**config.mk**
```make
export PLATFORM = sky130hd
export DESIGN_NAME = tmr_scrub
export DESIGN_NICKNAME = d
export VERILOG_FILES = /design/src/rtl/tmr_pkg.sv /design/src/rtl/tmr_maj3.sv /design/src/rtl/tmr_scrub.sv
export SDC_FILE = /design/constraint.sdc
export NUM_CORES = 1
export LEC_CHECK = 0
export BUFFER_PORTS_ARGS = -buffer_cell sky130_fd_sc_hd__buf_2
export CORE_MARGIN = 2
export CORE_UTILIZATION = 30
export DETAILED_ROUTE_END_ITERATION = 10
export PLACE_DENSITY_LB_ADDON = 0.05
export SYNTH_ARGS = -nofsm -noshare
export SYNTH_HDL_FRONTEND = slang
export SYNTH_SLANG_ARGS = --single-unit
```
**constraint.sdc**
```tcl
create_clock -name CLK -period 6.5 [get_ports CLK]
set_input_delay 0.325 -clock CLK [delete_from_list [all_inputs] [get_ports CLK]]
set_output_delay 0.325 -clock CLK [all_outputs]
set_load 0.02 [all_outputs]
```
**src/rtl/tmr_pkg.sv**
```systemverilog
// Shared types and constants for the triple-redundant scrub controller.
package tmr_pkg;

   typedef enum logic [1:0] {
      IDLE,
      READ,
      FIX
   } state_e;

   localparam int COPY_A = 0;
   localparam int COPY_B = 1;
   localparam int COPY_C = 2;

   localparam logic [1:0] INJ_SEL_NONE = 2'd3;

   // popcount(syn) >= 2 is the majority of the three syndrome bits
   function automatic logic multi_hit(input logic [2:0] syn);
      return (syn[0] & syn[1]) | (syn[1] & syn[2]) | (syn[0] & syn[2]);
   endfunction

endpackage

```
**src/rtl/tmr_maj3.sv**
```systemverilog
// Bitwise 2-of-3 majority voter.
module tmr_maj3
   import tmr_pkg::*;
#(
   parameter int WIDTH = 16
) (
   input  logic [WIDTH-1:0] a,
   input  logic [WIDTH-1:0] b,
   input  logic [WIDTH-1:0] c,
   output logic [WIDTH-1:0] y
);

   assign y = (a & b) | (b & c) | (a & c);

endmodule

```
**src/rtl/tmr_scrub.sv**
```systemverilog
// Triple-redundant register bank with background scrub and upset counter.
// Optional TMR_SCRUB_LOG_EN adds LOG_ADDR/LOG_SYN of the last correction.
module tmr_scrub
   import tmr_pkg::*;
#(
   parameter int WIDTH     = 16,
   parameter int DEPTH     = 8,
   parameter int SCRUB_DIV = 1024,
   parameter int ECNT_W    = 16,
   localparam int AW       = $clog2(DEPTH)
) (
   input  logic              CLK,
   input  logic              RST_N,
   input  logic              WE,
   input  logic              INJ_WE,
   input  logic [1:0]        INJ_SEL,
   input  logic [AW-1:0]     WADDR,
   input  logic [WIDTH-1:0]  WDATA,
   input  logic [AW-1:0]     RADDR,
   output logic [WIDTH-1:0]  RDATA,
   input  logic              SCRUB_EN,
   input  logic              ERR_CLR,
   output logic [ECNT_W-1:0] ERR_CNT,
   output logic              ERR_PULSE,
   output logic              MULTI,
   output logic              BUSY
`ifdef TMR_SCRUB_LOG_EN
   ,
   output logic [AW-1:0]     LOG_ADDR,
   output logic [2:0]        LOG_SYN
`endif
);

   localparam int DW = $clog2(SCRUB_DIV);
   localparam logic [DW-1:0] DIV_LAST = DW'(SCRUB_DIV - 1);
   localparam logic [AW-1:0] PTR_LAST = AW'(DEPTH - 1);

   logic [WIDTH-1:0]  cp_q [3][DEPTH];
   state_e            state_q, state_d;
   logic [DW-1:0]     div_q, div_d;
   logic [AW-1:0]     ptr_q, ptr_d;
   logic [WIDTH-1:0]  vote_c, vote_q;
   logic [2:0]        syn_c, syn_q;
   logic              conf_q;
   logic              host_hit;
   logic              corr;
   logic              inj_ok;
   logic [ECNT_W-1:0] cnt_q;
   logic              pulse_q, multi_q;

   tmr_maj3 #(.WIDTH(WIDTH)) u_rd_vote (
      .a (cp_q[COPY_A][RADDR]),
      .b (cp_q[COPY_B][RADDR]),
      .c (cp_q[COPY_C][RADDR]),
      .y (RDATA)
   );

   tmr_maj3 #(.WIDTH(WIDTH)) u_scrub_vote (
      .a (cp_q[COPY_A][ptr_q]),
      .b (cp_q[COPY_B][ptr_q]),
      .c (cp_q[COPY_C][ptr_q]),
      .y (vote_c)
   );

   always_comb begin
      syn_c[COPY_A] = cp_q[COPY_A][ptr_q] != vote_c;
      syn_c[COPY_B] = cp_q[COPY_B][ptr_q] != vote_c;
      syn_c[COPY_C] = cp_q[COPY_C][ptr_q] != vote_c;
   end

   assign host_hit = WE && (WADDR == ptr_q);
   assign inj_ok   = INJ_WE && (INJ_SEL != INJ_SEL_NONE);

   always_comb begin
      state_d = state_q;
      div_d   = div_q;
      ptr_d   = ptr_q;
      corr    = 1'b0;
      unique case (state_q)
         IDLE: begin
            if (!SCRUB_EN) begin
               div_d = '0;
            end else if (div_q == DIV_LAST) begin
               div_d   = '0;
               state_d = READ;
            end else begin
               div_d = div_q + 1'b1;
            end
         end
         READ: state_d = FIX;
         FIX: begin
            // a host write seen in READ or FIX owns the word
            corr    = (|syn_q) && !(conf_q || host_hit);
            ptr_d   = (ptr_q == PTR_LAST) ? '0 : ptr_q + 1'b1;
            state_d = IDLE;
         end
         default: state_d = IDLE;
      endcase
   end

   always_ff @(posedge CLK or negedge RST_N) begin
      if (!RST_N) begin
         state_q <= IDLE;
         div_q   <= '0;
         ptr_q   <= '0;
         vote_q  <= '0;
         syn_q   <= '0;
         conf_q  <= 1'b0;
      end else begin
         state_q <= state_d;
         div_q   <= div_d;
         ptr_q   <= ptr_d;
         if (state_q == READ) begin
            vote_q <= vote_c;
            syn_q  <= syn_c;
            conf_q <= host_hit;
         end
      end
   end

   // priority per copy: host write, scrub write-back, injection
   always_ff @(posedge CLK or negedge RST_N) begin
      if (!RST_N) begin
         for (int k = 0; k < 3; k++)
            for (int a = 0; a < DEPTH; a++)
               cp_q[k][a] <= '0;
      end else begin
         for (int k = 0; k < 3; k++)
            for (int a = 0; a < DEPTH; a++)
               if (WE && WADDR == AW'(a))
                  cp_q[k][a] <= WDATA;
               else if (corr && ptr_q == AW'(a))
                  cp_q[k][a] <= vote_q;
               else if (inj_ok && INJ_SEL == 2'(k)
                        && WADDR == AW'(a))
                  cp_q[k][a] <= WDATA;
      end
   end

   always_ff @(posedge CLK or negedge RST_N) begin
      if (!RST_N) begin
         cnt_q   <= '0;
         pulse_q <= 1'b0;
         multi_q <= 1'b0;
      end else begin
         if (ERR_CLR)
            cnt_q <= '0;
         else if (corr && cnt_q != '1)
            cnt_q <= cnt_q + 1'b1;
         pulse_q <= corr;
         multi_q <= corr && multi_hit(syn_q);
      end
   end

`ifdef TMR_SCRUB_LOG_EN
   logic [AW-1:0] log_addr_q;
   logic [2:0]    log_syn_q;

   always_ff @(posedge CLK or negedge RST_N) begin
      if (!RST_N) begin
         log_addr_q <= '0;
         log_syn_q  <= '0;
      end else if (ERR_CLR) begin
         log_addr_q <= '0;
         log_syn_q  <= '0;
      end else if (corr) begin
         log_addr_q <= ptr_q;
         log_syn_q  <= syn_q;
      end
   end

   assign LOG_ADDR = log_addr_q;
   assign LOG_SYN  = log_syn_q;
`endif

   assign ERR_CNT   = cnt_q;
   assign ERR_PULSE = pulse_q;
   assign MULTI     = multi_q;
   assign BUSY      = state_q != IDLE;

endmodule
```
## Word-level counts from Yosys, hierarchy flattened

Cells that the tools add are included.

- Bits in registers: 437
- Bits of input ports: 30
- Output and inout port bits: 35

- Add/subtract/negate cells: 3
- Order comparisons: 2
- Equal/unequal tests: 27
- Multiplexer cells: 99
- Bitwise logic cells: 17
- Reductions and logical operators: 82

Operators with widths:

| cell | count |
|---|---|
| two-way mux 16 bit | 86 |
| binary-select mux 16 bit (select 3 bit) | 6 |
| bitwise AND 16 bit | 6 |
| nonzero test 3 bit | 24 |
| OR 16 bit | 4 |
| logical AND 1 bit | 48 |
| inequality test 16 bit | 3 |
| == test 3 bit (second input constant) | 8 |
| two-way mux 10 bit | 2 |
| adder 16 x 1 -> 16 bit (second input constant) | 1 |
| inequality test 16 bit (second input constant) | 1 |
| == test 3 x 2 -> 1 bit (second input constant) | 4 |
| adder 10 x 1 -> 10 bit (second input constant) | 1 |
| == test 10 bit (second input constant) | 1 |
| greater-or-equal comparator 4 bit (second input constant) | 2 |
| NOT 3 -> 4 bit | 2 |
| == test 3 x 1 -> 1 bit (second input constant) | 2 |
| logical NOT 3 bit | 2 |
| inequality test 2 bit (second input constant) | 3 |
| == test 2 x 1 -> 1 bit (second input constant) | 2 |
| == test 2 bit (second input constant) | 2 |
| logical NOT 2 bit | 2 |
| two-way mux 2 bit | 2 |
| one-hot mux 2 bit (2 select lines) | 1 |
| 11 further kinds | 15 |

## Logic depth before layout (Yosys ltp)

- Depth after elaboration: 9
- Mapped depth: 13
- Depth with buffers taken out: 8

## Modules after synthesis

A second synthesis with hierarchy kept.

- Cell total of the unflattened synthesis: 2235
- Area, all modules: 24375.9 um^2

Modules (own cells, without submodules):

| module | instances | cells each | area each (um^2) | seq. area each (um^2) |
|---|---|---|---|---|
| tmr_scrub | 1 | 2203 | 24015.5 | 10935.5 |
| tmr_maj3 | 2 | 16 | 180.2 | 0.0 |

## Least setup slack after synthesis

No wires, ideal clock.

- Path kind: reg2reg
- Start point: reg ptr_q[0]
- End point: reg cp_q[159] (netlist bit)
- Setup time: 137 ps
- Arrival: 2492 ps
- Setup slack: 3871 ps
- Stages on the path, launching flop included: 12
- Period minus slack after synthesis: 2629 ps
- Cells stage by stage: dfrtp_1 -> buf_6 -> buf_6 -> buf_6 -> inv_1 -> buf_1 -> ha_1 -> nand3_1 -> a21oi_4 -> buf_6 -> mux2i_1 -> a21oi_1

- Word-level cells in the longest chain between the ends: 9
- Elaborated cells between the ends (all ways): 11

RTL lines:

| item | line | text |
|---|---|---|
| start: declaration | tmr_scrub.sv:41 | `logic [AW-1:0] ptr_q, ptr_d;` |
| start signal: assignment | tmr_scrub.sv:112 | `ptr_q <= ptr_d;` |
| == test 3 bit | tmr_scrub.sv:71 | `assign host_hit = WE && (WADDR == ptr_q);` |
| logical AND 1 bit | tmr_scrub.sv:71 |  |
| logical OR 1 bit | tmr_scrub.sv:93 | `corr = (\|syn_q) && !(conf_q \|\| host_hit);` |
| logical NOT 1 bit | tmr_scrub.sv:93 |  |
| logical AND 1 bit | tmr_scrub.sv:93 |  |
| two-way mux 1 bit | tmr_scrub.sv:79 | `unique case (state_q)` |
| logical AND 1 bit (*) | tmr_scrub.sv:132 | `else if (corr && ptr_q == AW'(a))` |
| two-way mux 16 bit | tmr_scrub.sv:132 |  |
| two-way mux 16 bit | tmr_scrub.sv:130 | `if (WE && WADDR == AW'(a))` |
| end signal: indexed assignment | tmr_scrub.sv:133 | `cp_q[k][a] <= vote_q;` |
| end: declaration | tmr_scrub.sv:38 | `logic [WIDTH-1:0] cp_q [3][DEPTH];` |

Mark *: on every way between the ends. The rest lies on a longest branch, timed or not.
A chain may end at the register's enable or synchronous reset.

## Worst setup path after layout

- Start point: reg ptr_q[2]
- End point: reg cp_q[172] (netlist bit)

- Word-level cells in the longest chain between the ends: 9
- Elaborated cells between the ends (all ways): 11

RTL lines:

| item | line | text |
|---|---|---|
| == test 3 bit (*) | tmr_scrub.sv:71 |  |
| logical AND 1 bit (*) | tmr_scrub.sv:71 |  |
| logical OR 1 bit (*) | tmr_scrub.sv:93 |  |
| logical NOT 1 bit (*) | tmr_scrub.sv:93 |  |
| logical AND 1 bit (*) | tmr_scrub.sv:93 |  |
| two-way mux 1 bit (*) | tmr_scrub.sv:79 |  |
| net corr | tmr_scrub.sv:46 | `logic corr;` |
| logical AND 1 bit (*) | tmr_scrub.sv:132 |  |
| two-way mux 16 bit | tmr_scrub.sv:132 |  |
| two-way mux 16 bit | tmr_scrub.sv:130 |  |

The timed path passes the listed nets; every way through them passes the cells marked *.

==> summary.md <==
| Metric | Value |
|---|---|
| Fillers | `8059` |
| All-Layer GR Usage | `24.5%` |
| Final setup fails | `0` |
| Total wire length | `101000 microns` |
| Post-synth top area share | `44.9%` |
| Cts repair resizes | `0` |
| Htree depth | `2` |
| Mapped Avg Cell Area | `10.3 sq um` |
| Full die area | `0.0835 sq mm` |
| Period utilisation layout | `61.7%` |
| Total power | `8.80 mW` |
| FFs w/ async S/R, synth | `100%` |
| Wirelength per Cell | `29.2 microns` |
| Die height | `289 microns` |
| Port Buffer Count | `64` |
| Synth Net Count | `2408` |
| Die X | `289 microns` |
| Hold Violations, Final | `0` |
| Cell accounting for the most synthesized area | `dfrtp_1` |
| Max-capacitance violation count | `0` |
| Min-delay worst type | `in -> reg` |
| Setup CP Type | `reg -> reg` |
| Post-synth EDFFs | `0` |
| Crit. End Element | `flop` |
| Clock skew after layout | `16.1 ps` |
| Residual DRC | `0` |
| Most common cell after layout, fill and taps aside | `nor2_1` |
| Clk slew on worst S/H paths | `60 ps` |
| DR iter-0 viols | `1401` |
| Initial Utilization | `30.3%` |
| Most frequent cells in the layout | `nor2_1, dfrtp_1, a21oi_1, mux2i_1, mux4_2` |
| First-pass GRT wire length | `147000 microns` |
| Worst skew pair latency | `610 ps` |
| Clock buffer depth | `3` |
| Antenna violations before repair | `5` |
| Std cell rows | `104` |
| Layout cells sized above 1 | `17.0%` |
| Crit path DAT | `4470 ps` |
| Layout area overhead | `13.5%` |
| Fin crit period | `4010 ps` |
| Post-DRT Antenna Nets | `0` |
| Vias in the first global route | `19300` |
| Core ar. | `0.0804 sq mm` |
| Peak supply drop | `0.000186 V` |
| CP max FO | `32` |
| Crit-path slowest cell | `a21oi_4` |
| Synth Register Bits | `437` |
| Largest net degree at the start of global routing | `146` |
| Fmax | `249 MHz` |
| Root Buffer | `clkbuf_16` |
| Dpl hpwl | `66900 microns` |
| Slew Limit Fails | `0` |
| RSZ-0062 raised after global routing | `false` |
| Yosys Warn Count | `0` |
| Worst slew pin tran | `1310 ps` |
| WP buf/inv | `0` |
| Top cells by area, synth | `dfrtp_1, mux4_2, mux2i_1, a21oi_1, nor2_1` |
| Seq/Total Area, Yosys | `44.9%` |
| Kind of cell adding the most delay to the critical path | `compound AO/OA/AOI/OAI gates` |
| Post-synth cell types | `65` |
| Mapped Cells | `2370` |
| Num CTS Buffers | `55` |
| Crit-path cells | `xnor2_1, and4_4, nor4_4, nand3_1, a21oi_4, mux2i_1, a21oi_1` |
| Mapped Area | `0.0244 sq mm` |
| TritonCTS clock tree | `done` |
| Clock Sinks | `437` |
| First drt pass iteration count | `7` |
| Leak Pwr | `10.7 nW` |
| Worst Path Required | `6960 ps` |
| Vias | `19100` |
| Slowest Stage Delay on Critical Path | `1120 ps` |
| I/O pin total | `65` |
| Routed vias/inst | `5.50` |
| Pwr dens | `318 mW/mm^2` |
| Placed cell count | `3362` |
| GP Congestion | `0.836` |
| Slew HR | `12.5%` |
| Finished Layout Cells | `3462` |
| Setup TNS Final | `0 ps` |
| Startpoint Class | `flop` |
| Grt ovf | `0` |
| Main synth FF type | `dfrtp_1` |
| Worst hold slack | `91.9 ps` |
| Antenna diode instance count | `0` |
| # nets final | `2400` |
| Outcome | `complete, no violations` |
[per-stage QoR]
stage	utilization (%)	setup WS (ps)	instance area (sq um)
floorplan	-	3870	24400
global placement	32.1	2540	25900
detailed placement	32.1	2510	25900
CTS	34.4	2470	27700
global route	34.4	2240	27700
finish	34.4	2490	27700
[registers in the layout (all words and copies together), names as in the netlist, 2 cells and up]
register,flops
state_q,2
vote_q,16
ptr_q,3
syn_q,3
div_q,10
ERR_CNT,16
cp_q,384
[layer usage]
| layer | global-route usage [%] | share of wire (%) | vias to the layer above | wire length, microns |
|---|---|---|---|---|
| met5 | 0 | 0.052 | - | 53 |
| met4 | 7.10 | 2.9 | 8 | 2920 |
| met3 | 3.33 | 4.1 | 143 | 4150 |
| met2 | 41.0 | 48 | 461 | 49000 |
| met1 | 33.0 | 45 | 9877 | 45100 |
| li1 | - | - | 8569 | - |
[area by class of cell]
| class | count | area, sq um | share of cell area (%) |
|---|---|---|---|
| inverters | 15 | 56.3 | 0.204 |
| repair buffers | 124 | 817 | 2.95 |
| well taps | 1060 | 1330 | 4.80 |
| clock buffers | 81 | 1630 | 5.91 |
| multi-input cells | 1729 | 12700 | 46.0 |
| clock inverters | 16 | 143 | 0.516 |
| flip-flops and latches | 437 | 10900 | 39.6 |
[cell families after synthesis]
group | count (synthesis) | share of synthesized area [%]
AOI/OAI and AO/OA | 625 | 14.4
adders and majority gates | 30 | 1.31
buffers and inverters | 204 | 4.12
DFF | 437 | 44.9
muxes | 389 | 23.1
xor gates and xnor gates | 22 | 0.791
and+or+nand+nor | 663 | 11.4
[worst reg2reg max path, cell delays in order (launching register included)]
cell and delay (ps):
dfrtp_4 810, xnor2_1 150, and4_4 200, nor4_4 590, nand3_1 450, a21oi_4 1120, mux2i_1 430, a21oi_1 120
[where the power goes]
group,internal [mW],total (mW),switching [mW]
Sequential,3.24,3.73,0.495
Combinational,0.881,1.98,1.10
Clock,1.80,3.08,1.28
Total,5.92,8.80,2.87
[cells in the mapped netlist, types with 19 or more instances]
cell      count
o21ai_0      48
mux4_2      136
o21ai_1      36
nand3_1      20
buf_4        24
a22oi_1      39
dfrtp_1     437
a21oi_1     421
nand2_1      94
o31ai_1      19
mux2i_1     241
maj3_1       22
nor2_1      456
buf_2        28
clkbuf_1    108
[path summary, 6_finish.rpt]
kind / start / end / slack [ps] / cells after the start
max in group asynchronous: RST_N / cp_q[77]$_DFFE_PN0P_ / 4630 / 3
max reg2reg: ptr_q[2]$_DFFE_PN0N_ / cp_q[172]$_DFFE_PN0P_ / 2490 / 7
min reg2reg: div_q[1]$_DFFE_PN0N_ / div_q[1]$_DFFE_PN0N_ / 510 / 2
max: ptr_q[2]$_DFFE_PN0N_ / cp_q[172]$_DFFE_PN0P_ / 2490 / 7
min: ERR_CLR / ERR_CNT[9]$_DFFE_PN0P_ / 90 / 2
min in group asynchronous: RST_N / cp_q[323]$_DFFE_PN0P_ / 330 / 2
[what timing repair did]
item	CTS	global route
setup buffers	0	0
hold endpoints to repair	99	0
hold buffers	2	0
Power figures use the tool's default switching activity.
